==> config.mk <==
export PLATFORM = sky130hd
export DESIGN_NAME = mdu_iter_flat
export DESIGN_NICKNAME = d
export VERILOG_FILES = /design/src/rtl/mdu_iter_if.sv /design/src/rtl/mdu_iter.sv /design/src/flat_wrapper.sv
export SDC_FILE = /design/constraint.sdc
export NUM_CORES = 1
export LEC_CHECK = 0
export CAP_MARGIN = 25
export CORE_AREA = 4 4 159 161
export CTS_BUF_LIST = sky130_fd_sc_hd__clkbuf_4 sky130_fd_sc_hd__clkbuf_8
export DETAILED_ROUTE_END_ITERATION = 10
export DIE_AREA = 0 0 163 165
export GPL_ROUTABILITY_DRIVEN = 0
export HOLD_SLACK_MARGIN = 0.1
export PLACE_DENSITY = 0.87
export SETUP_SLACK_MARGIN = 0.5
export SLEW_MARGIN = 20
export SYNTH_ARGS = -nofsm -noshare
export SYNTH_HDL_FRONTEND = slang
export SYNTH_SLANG_ARGS = --single-unit
==> constraint.sdc <==
create_clock -name clk -period 15.15 [get_ports clk]
set_input_delay 1.515 -clock clk [delete_from_list [all_inputs] [get_ports clk]]
set_output_delay 1.515 -clock clk [all_outputs]
set_load 0.01 [all_outputs]
==> src/rtl/mdu_iter_if.sv <==
// Request/result bundle between the execute stage and the iterative multiply/divide unit.
// The master drives the request side; the slave (mdu_iter) drives busy and the HI/LO registers.
interface mdu_iter_if #(
  parameter int unsigned WIDTH = 32
);
  logic             op_valid;
  logic [3:0]       op;
  logic [WIDTH-1:0] src_a;
  logic [WIDTH-1:0] src_b;
  logic             cancel;
  logic             busy;
  logic [WIDTH-1:0] hi;
  logic [WIDTH-1:0] lo;

  modport master (
    output op_valid, op, src_a, src_b, cancel,
    input  busy, hi, lo
  );

  modport slave (
    input  op_valid, op, src_a, src_b, cancel,
    output busy, hi, lo
  );
endinterface

==> src/rtl/mdu_iter.sv <==
// Iterative radix-2 multiply/divide unit with HI/LO result registers.
// One partial-product / partial-remainder bit per cycle; WIDTH iterations plus a fix-up cycle.
// Optional feature: define MDU_MADD_EN to implement MADD/MADDU/MSUB/MSUBU accumulation into
// HI/LO. Without it those op codes are treated as no-ops and the accumulator adder is absent.
module mdu_iter #(
  parameter int unsigned WIDTH = 32
) (
  input  logic        clk,
  input  logic        reset,
  mdu_iter_if.slave   bus
);

  localparam int unsigned CntW = $clog2(WIDTH);

  typedef enum logic [1:0] {StIdle, StCalc, StFix} state_e;

  state_e             state_q, state_d;
  logic [CntW-1:0]    cnt_q, cnt_d;
  logic               div_q, div_d;       // 1: divide, 0: multiply
  logic               neg_q, neg_d;       // negate product / quotient at fix-up
  logic               rneg_q, rneg_d;     // negate remainder at fix-up
  logic               bzero_q, bzero_d;   // divisor was zero
  logic [WIDTH-1:0]   opnd_q, opnd_d;     // multiplicand or divisor magnitude
  logic [2*WIDTH-1:0] prod_q, prod_d;     // {partial product} or {remainder, dividend/quotient}
  logic [WIDTH-1:0]   hi_q, hi_d;
  logic [WIDTH-1:0]   lo_q, lo_d;
  logic               busy_q, busy_d;
`ifdef MDU_MADD_EN
  logic               acc_q, acc_d;
  logic               sub_q, sub_d;
`endif

  // Request decode and operand magnitude conversion
  logic             is_arith, is_signed, op_div, op_mthi, op_mtlo;
  logic             a_neg, b_neg;
  logic [WIDTH-1:0] a_mag, b_mag;

  always_comb begin
`ifdef MDU_MADD_EN
    is_arith = bus.op[0];
`else
    is_arith = bus.op[0] & ~bus.op[3];
`endif
    is_signed = ~bus.op[1];
    op_div    = ~bus.op[3] & bus.op[2];
    op_mthi   = (bus.op == 4'b0010);
    op_mtlo   = (bus.op == 4'b0100);
    a_neg     = is_signed & bus.src_a[WIDTH-1];
    b_neg     = is_signed & bus.src_b[WIDTH-1];
    a_mag     = a_neg ? -bus.src_a : bus.src_a;
    b_mag     = b_neg ? -bus.src_b : bus.src_b;
  end

  // One iteration of shift-add multiply and restoring divide
  logic [WIDTH:0]     mul_sum;
  logic [2*WIDTH-1:0] mul_next;
  logic [WIDTH:0]     div_shift, div_diff;
  logic               div_ok;
  logic [2*WIDTH-1:0] div_next;

  always_comb begin
    mul_sum   = {1'b0, prod_q[2*WIDTH-1:WIDTH]} + (prod_q[0] ? {1'b0, opnd_q} : '0);
    mul_next  = {mul_sum, prod_q[WIDTH-1:1]};
    div_shift = {prod_q[2*WIDTH-1:WIDTH], prod_q[WIDTH-1]};
    div_diff  = div_shift - {1'b0, opnd_q};
    // Remainder stays below the divisor, so bit WIDTH of the difference is set only on borrow.
    div_ok    = ~div_diff[WIDTH];
    div_next  = {div_ok ? div_diff[WIDTH-1:0] : div_shift[WIDTH-1:0],
                 prod_q[WIDTH-2:0], div_ok};
  end

  // Sign correction of the finished result
  logic [2*WIDTH-1:0] mul_res;
  logic [WIDTH-1:0]   quo, rem, div_lo, div_hi;
`ifdef MDU_MADD_EN
  logic [2*WIDTH-1:0] acc_res;
`endif

  always_comb begin
    mul_res = neg_q ? -prod_q : prod_q;
    quo     = prod_q[WIDTH-1:0];
    rem     = prod_q[2*WIDTH-1:WIDTH];
    // Divide by zero: remainder already equals |src_a| and gets the dividend's sign back.
    div_lo  = bzero_q ? '1 : (neg_q ? -quo : quo);
    div_hi  = rneg_q ? -rem : rem;
`ifdef MDU_MADD_EN
    acc_res = sub_q ? ({hi_q, lo_q} - mul_res) : ({hi_q, lo_q} + mul_res);
`endif
  end

  // Next-state, datapath and HI/LO update
  always_comb begin
    state_d = state_q;
    cnt_d   = cnt_q;
    div_d   = div_q;
    neg_d   = neg_q;
    rneg_d  = rneg_q;
    bzero_d = bzero_q;
    opnd_d  = opnd_q;
    prod_d  = prod_q;
    hi_d    = hi_q;
    lo_d    = lo_q;
`ifdef MDU_MADD_EN
    acc_d   = acc_q;
    sub_d   = sub_q;
`endif

    unique case (state_q)
      StIdle: begin
        if (bus.op_valid && !bus.cancel) begin
          if (is_arith) begin
            state_d = StCalc;
            cnt_d   = '0;
            div_d   = op_div;
            rneg_d  = a_neg;
            neg_d   = a_neg ^ b_neg;
            bzero_d = (bus.src_b == '0);
`ifdef MDU_MADD_EN
            acc_d   = bus.op[3];
            sub_d   = bus.op[2];
`endif
            if (op_div) begin
              opnd_d = b_mag;
              prod_d = {{WIDTH{1'b0}}, a_mag};
            end else begin
              opnd_d = a_mag;
              prod_d = {{WIDTH{1'b0}}, b_mag};
            end
          end else if (op_mthi) begin
            hi_d = bus.src_a;
          end else if (op_mtlo) begin
            lo_d = bus.src_a;
          end
        end
      end
      StCalc: begin
        if (bus.cancel) begin
          state_d = StIdle;
        end else begin
          prod_d = div_q ? div_next : mul_next;
          cnt_d  = cnt_q + CntW'(1);
          if (cnt_q == CntW'(WIDTH - 1)) begin
            state_d = StFix;
          end
        end
      end
      StFix: begin
        state_d = StIdle;
        if (!bus.cancel) begin
          if (div_q) begin
            hi_d = div_hi;
            lo_d = div_lo;
`ifdef MDU_MADD_EN
          end else if (acc_q) begin
            {hi_d, lo_d} = acc_res;
`endif
          end else begin
            {hi_d, lo_d} = mul_res;
          end
        end
      end
      default: state_d = StIdle;
    endcase

    busy_d = (state_d != StIdle);
  end

  // State and result registers
  always_ff @(posedge clk or posedge reset) begin
    if (reset) begin
      state_q <= StIdle;
      cnt_q   <= '0;
      div_q   <= 1'b0;
      neg_q   <= 1'b0;
      rneg_q  <= 1'b0;
      bzero_q <= 1'b0;
      opnd_q  <= '0;
      prod_q  <= '0;
      hi_q    <= '0;
      lo_q    <= '0;
      busy_q  <= 1'b0;
`ifdef MDU_MADD_EN
      acc_q   <= 1'b0;
      sub_q   <= 1'b0;
`endif
    end else begin
      state_q <= state_d;
      cnt_q   <= cnt_d;
      div_q   <= div_d;
      neg_q   <= neg_d;
      rneg_q  <= rneg_d;
      bzero_q <= bzero_d;
      opnd_q  <= opnd_d;
      prod_q  <= prod_d;
      hi_q    <= hi_d;
      lo_q    <= lo_d;
      busy_q  <= busy_d;
`ifdef MDU_MADD_EN
      acc_q   <= acc_d;
      sub_q   <= sub_d;
`endif
    end
  end

  assign bus.busy = busy_q;
  assign bus.hi   = hi_q;
  assign bus.lo   = lo_q;

endmodule
==> src/flat_wrapper.sv <==
// flat-port wrapper written by rule: the top's interface ports become plain ports
module mdu_iter_flat 
#(
  parameter int unsigned WIDTH = 32
)
  (clk, reset, bus_op_valid, bus_op, bus_src_a, bus_src_b, bus_cancel, bus_busy, bus_hi, bus_lo);
  mdu_iter_if #(.WIDTH(WIDTH)) bus_i ();
  input  logic clk;
  input  logic reset;
  input wire logic [$bits(bus_i.op_valid)-1:0] bus_op_valid;
  input wire logic [$bits(bus_i.op)-1:0] bus_op;
  input wire logic [$bits(bus_i.src_a)-1:0] bus_src_a;
  input wire logic [$bits(bus_i.src_b)-1:0] bus_src_b;
  input wire logic [$bits(bus_i.cancel)-1:0] bus_cancel;
  output wire logic [$bits(bus_i.busy)-1:0] bus_busy;
  output wire logic [$bits(bus_i.hi)-1:0] bus_hi;
  output wire logic [$bits(bus_i.lo)-1:0] bus_lo;
  assign bus_i.op_valid = bus_op_valid;
  assign bus_i.op = bus_op;
  assign bus_i.src_a = bus_src_a;
  assign bus_i.src_b = bus_src_b;
  assign bus_i.cancel = bus_cancel;
  assign bus_busy = bus_i.busy;
  assign bus_hi = bus_i.hi;
  assign bus_lo = bus_i.lo;
  mdu_iter #(.WIDTH(WIDTH)) u_core (.clk(clk), .reset(reset), .bus(bus_i));
endmodule
==> flow_summary.ini <==
[status]
status = finished, final reports clean

[sta]
fin_setup_tns_ns = 0
worst_pin_slew_ns = 0.949
fin_ws_ns = 10.79
slew_viol_final = 0
slew_headroom = 0.366
setup_violations = 0
period_share = 0.288
min_period_ns = 4.36
finClkSkew_ns = 0.0225
rsz0062_at_grt = false
hold_violations = 0
fmax_mhz = 229

[layout]
n_antenna_cell = 0
final_cell_mix = 208 x nor2_1, 204 x a21oi_1, 195 x nand2_1
final_core_util = 0.715
syn2layout_area_growth_pct = 13.4
fillers = 1896
fin_nets = 2172
drive_gt1_frac = 0.0470
final_common_cell = nor2_1

[power]
leakagePower_uw = 0.00734
power_density_nw_per_um2 = 168
peakVddDrop_mv = 0.0955
finalPower_uw = 2880

[grt]
antenna_found_initial = 0
grt.overflow.total = 0
grtUsageTotal = 0.381
first_global_vias = 14700
grt_max_degree = 76
grt_pass1_wl_mm = 80.4

[cts]
cts_tree = yes
clk_latency_ns = 0.48
clkSinkCount = 172
cts_hold_buffers = 0
cts_buffers = 17
path_clk_slew_ns = 0.10
clockRootBuffer = clkbuf_8
clock_path_buffers = 2
cts_setup_buffers = 0
cts_resized = 0
htreeDepth = 4

[critical_path]
endpoint_kind = flop
r2r_cells = 11
setup.worst_path.start_class = flop
arrival_ns = 4.70
timing.rr.start = u_core.prod_q[59]
slowest_delay_ns = 0.58
rr_endpoint = u_core.prod_q[56]
startpoint = u_core.prod_q[59]
r2r_slack_ns = 10.79
critical_path_class = reg -> reg
critPathMaxFanout = 22
worstPathCellList = ha_1 -> nand3_1 -> or3_1 -> nor3_1 -> o211ai_1 -> nand3_1 -> xor2_4 -> buf_4 -> mux2_2 -> a22oi_1 -> o21ai_0
cp_slowest_cell = dfrtp_1
crit_top_cell = nand3_1
worstPathRequired_ns = 15.49
cp_num_buf_inv = 1
cpLargestDelayFamily = simple AND/OR/NAND/NOR gates
crit_end = u_core.prod_q[56]
crit_cells = 11

[floorplanning]
row_count = 57
pin_count = 137
core_um2 = 24000
die_h_um = 165
die_area_um2 = 26900
chipWidth_um = 163
start_util = 0.631

[yosys]
syn-num-nets = 2117
ys_async_sr_fraction = 1.00
synth_seq_cells = 172
synth-edff-count = 0
seq_area_frac_synth = 0.285
ys_types = 84
postSynthCellCount = 1973
synth_area_per_cell_um2 = 7.66
syn_area_um2 = 15100
synth-main-ff-cell = dfrtp_1
synth_warnings = 0

[detailed_routing]
drtPass1Iterations = 6
ant_nets = 0
wl_met2_mm = 22.4
vias_per_cell = 6.86
wl_met1_mm = 19.5
drtIter0Drc = 2603
vias = 16200
routed_wl_mm = 53.1
remaining_drc_errors = 0
dr_wl_met3_mm = 7.92
topRoutingLayerUsed = met4
wl_per_cell_um = 22.5

[job]
drv_cap = 0

[hold_path]
hold_depth = 1
hp-class = reg -> reg

[placed_design]
portBuffers = 136
hpwlAfterDp_mm = 39.5
dp_slack_ns = 10.45
## sequential cells by signal, indices dropped and copies added, names as in the netlist
register         count
u_core.bzero_q       1
u_core.prod_q       64
u_core.neg_q         1
u_core.opnd_q       32
u_core.div_q         1
u_core.cnt_q         5
u_core.rneg_q        1
u_core.bus.busy      1
u_core.bus.lo       32
u_core.bus.hi       32
u_core.state_q       2
## synth_stat cells, drive strengths merged (27+ instances only)
cell type    n  area (um^2)
clkbuf     107          402
nor2       210          788
dfrtp      172         4300
xor2        64          568
a21oi      205         1030
o22ai       32          200
o31ai       27          208
a21o        34          255
o21ai      206         1030
inv         64          240
ha          70          876
nor3        55          285
nand2      195          732
xnor2      105          920
nand3       42          210
mux2i       54          541
## final cells by class
type / instances / area (um^2) / share of cell area
multi-input combinational: 1611 / 10100 / 0.591
sequential: 172 / 4310 / 0.251
timing repair buffer: 161 / 1600 / 0.0932
tap: 324 / 405 / 0.0237
inverter: 65 / 249 / 0.0145
clock buffer: 18 / 241 / 0.0141
clock inverter: 14 / 210 / 0.0123
## logic make-up after synthesis
family          Yosys count  synth area share
compound gates          671             0.270
simple gates            643             0.201
buf+inv                 190            0.0481
flops                   172             0.285
xor+xnor                169            0.0984
fa+ha+maj                72            0.0606
mux                      56            0.0372
## power by group
group / switching [uW] / internal [uW]
Clock: 192 / 186
Sequential: 218 / 585
Combinational: 980 / 718
## worst min-delay path by stage
stage / to / startpoint
2_1_floorplan: u_core.opnd_q[13] / u_core.opnd_q[13]
3_3_place_gp: u_core.bus.hi[15] / u_core.bus.hi[15]
3_5_place_dp: u_core.bus.hi[15] / u_core.bus.hi[15]
4_1_cts: u_core.bus.hi[15] / u_core.bus.hi[15]
5_1_grt: u_core.opnd_q[7] / u_core.opnd_q[7]
6_report: u_core.bus.hi[15] / u_core.bus.hi[15]
## routing by layer
metal,global-route usage,vias up
met5,0,-
met2,0.572,1267
met3,0.114,245
li1,-,7212
met4,0.192,0
met1,0.500,7504
## per-stage QoR
step | area (um^2) | hold WS, ns | std cells
after floorplan | 15100 | 0.450 | 1973
after global placement | 16600 | 0.460 | 2324
after detailed placement | 16600 | 0.469 | 2325
after CTS | 17000 | 0.491 | 2357
after global routing | 17100 | 0.522 | 2365
final | 17100 | 0.490 | 2365
(Power assumes the default switching activity.)
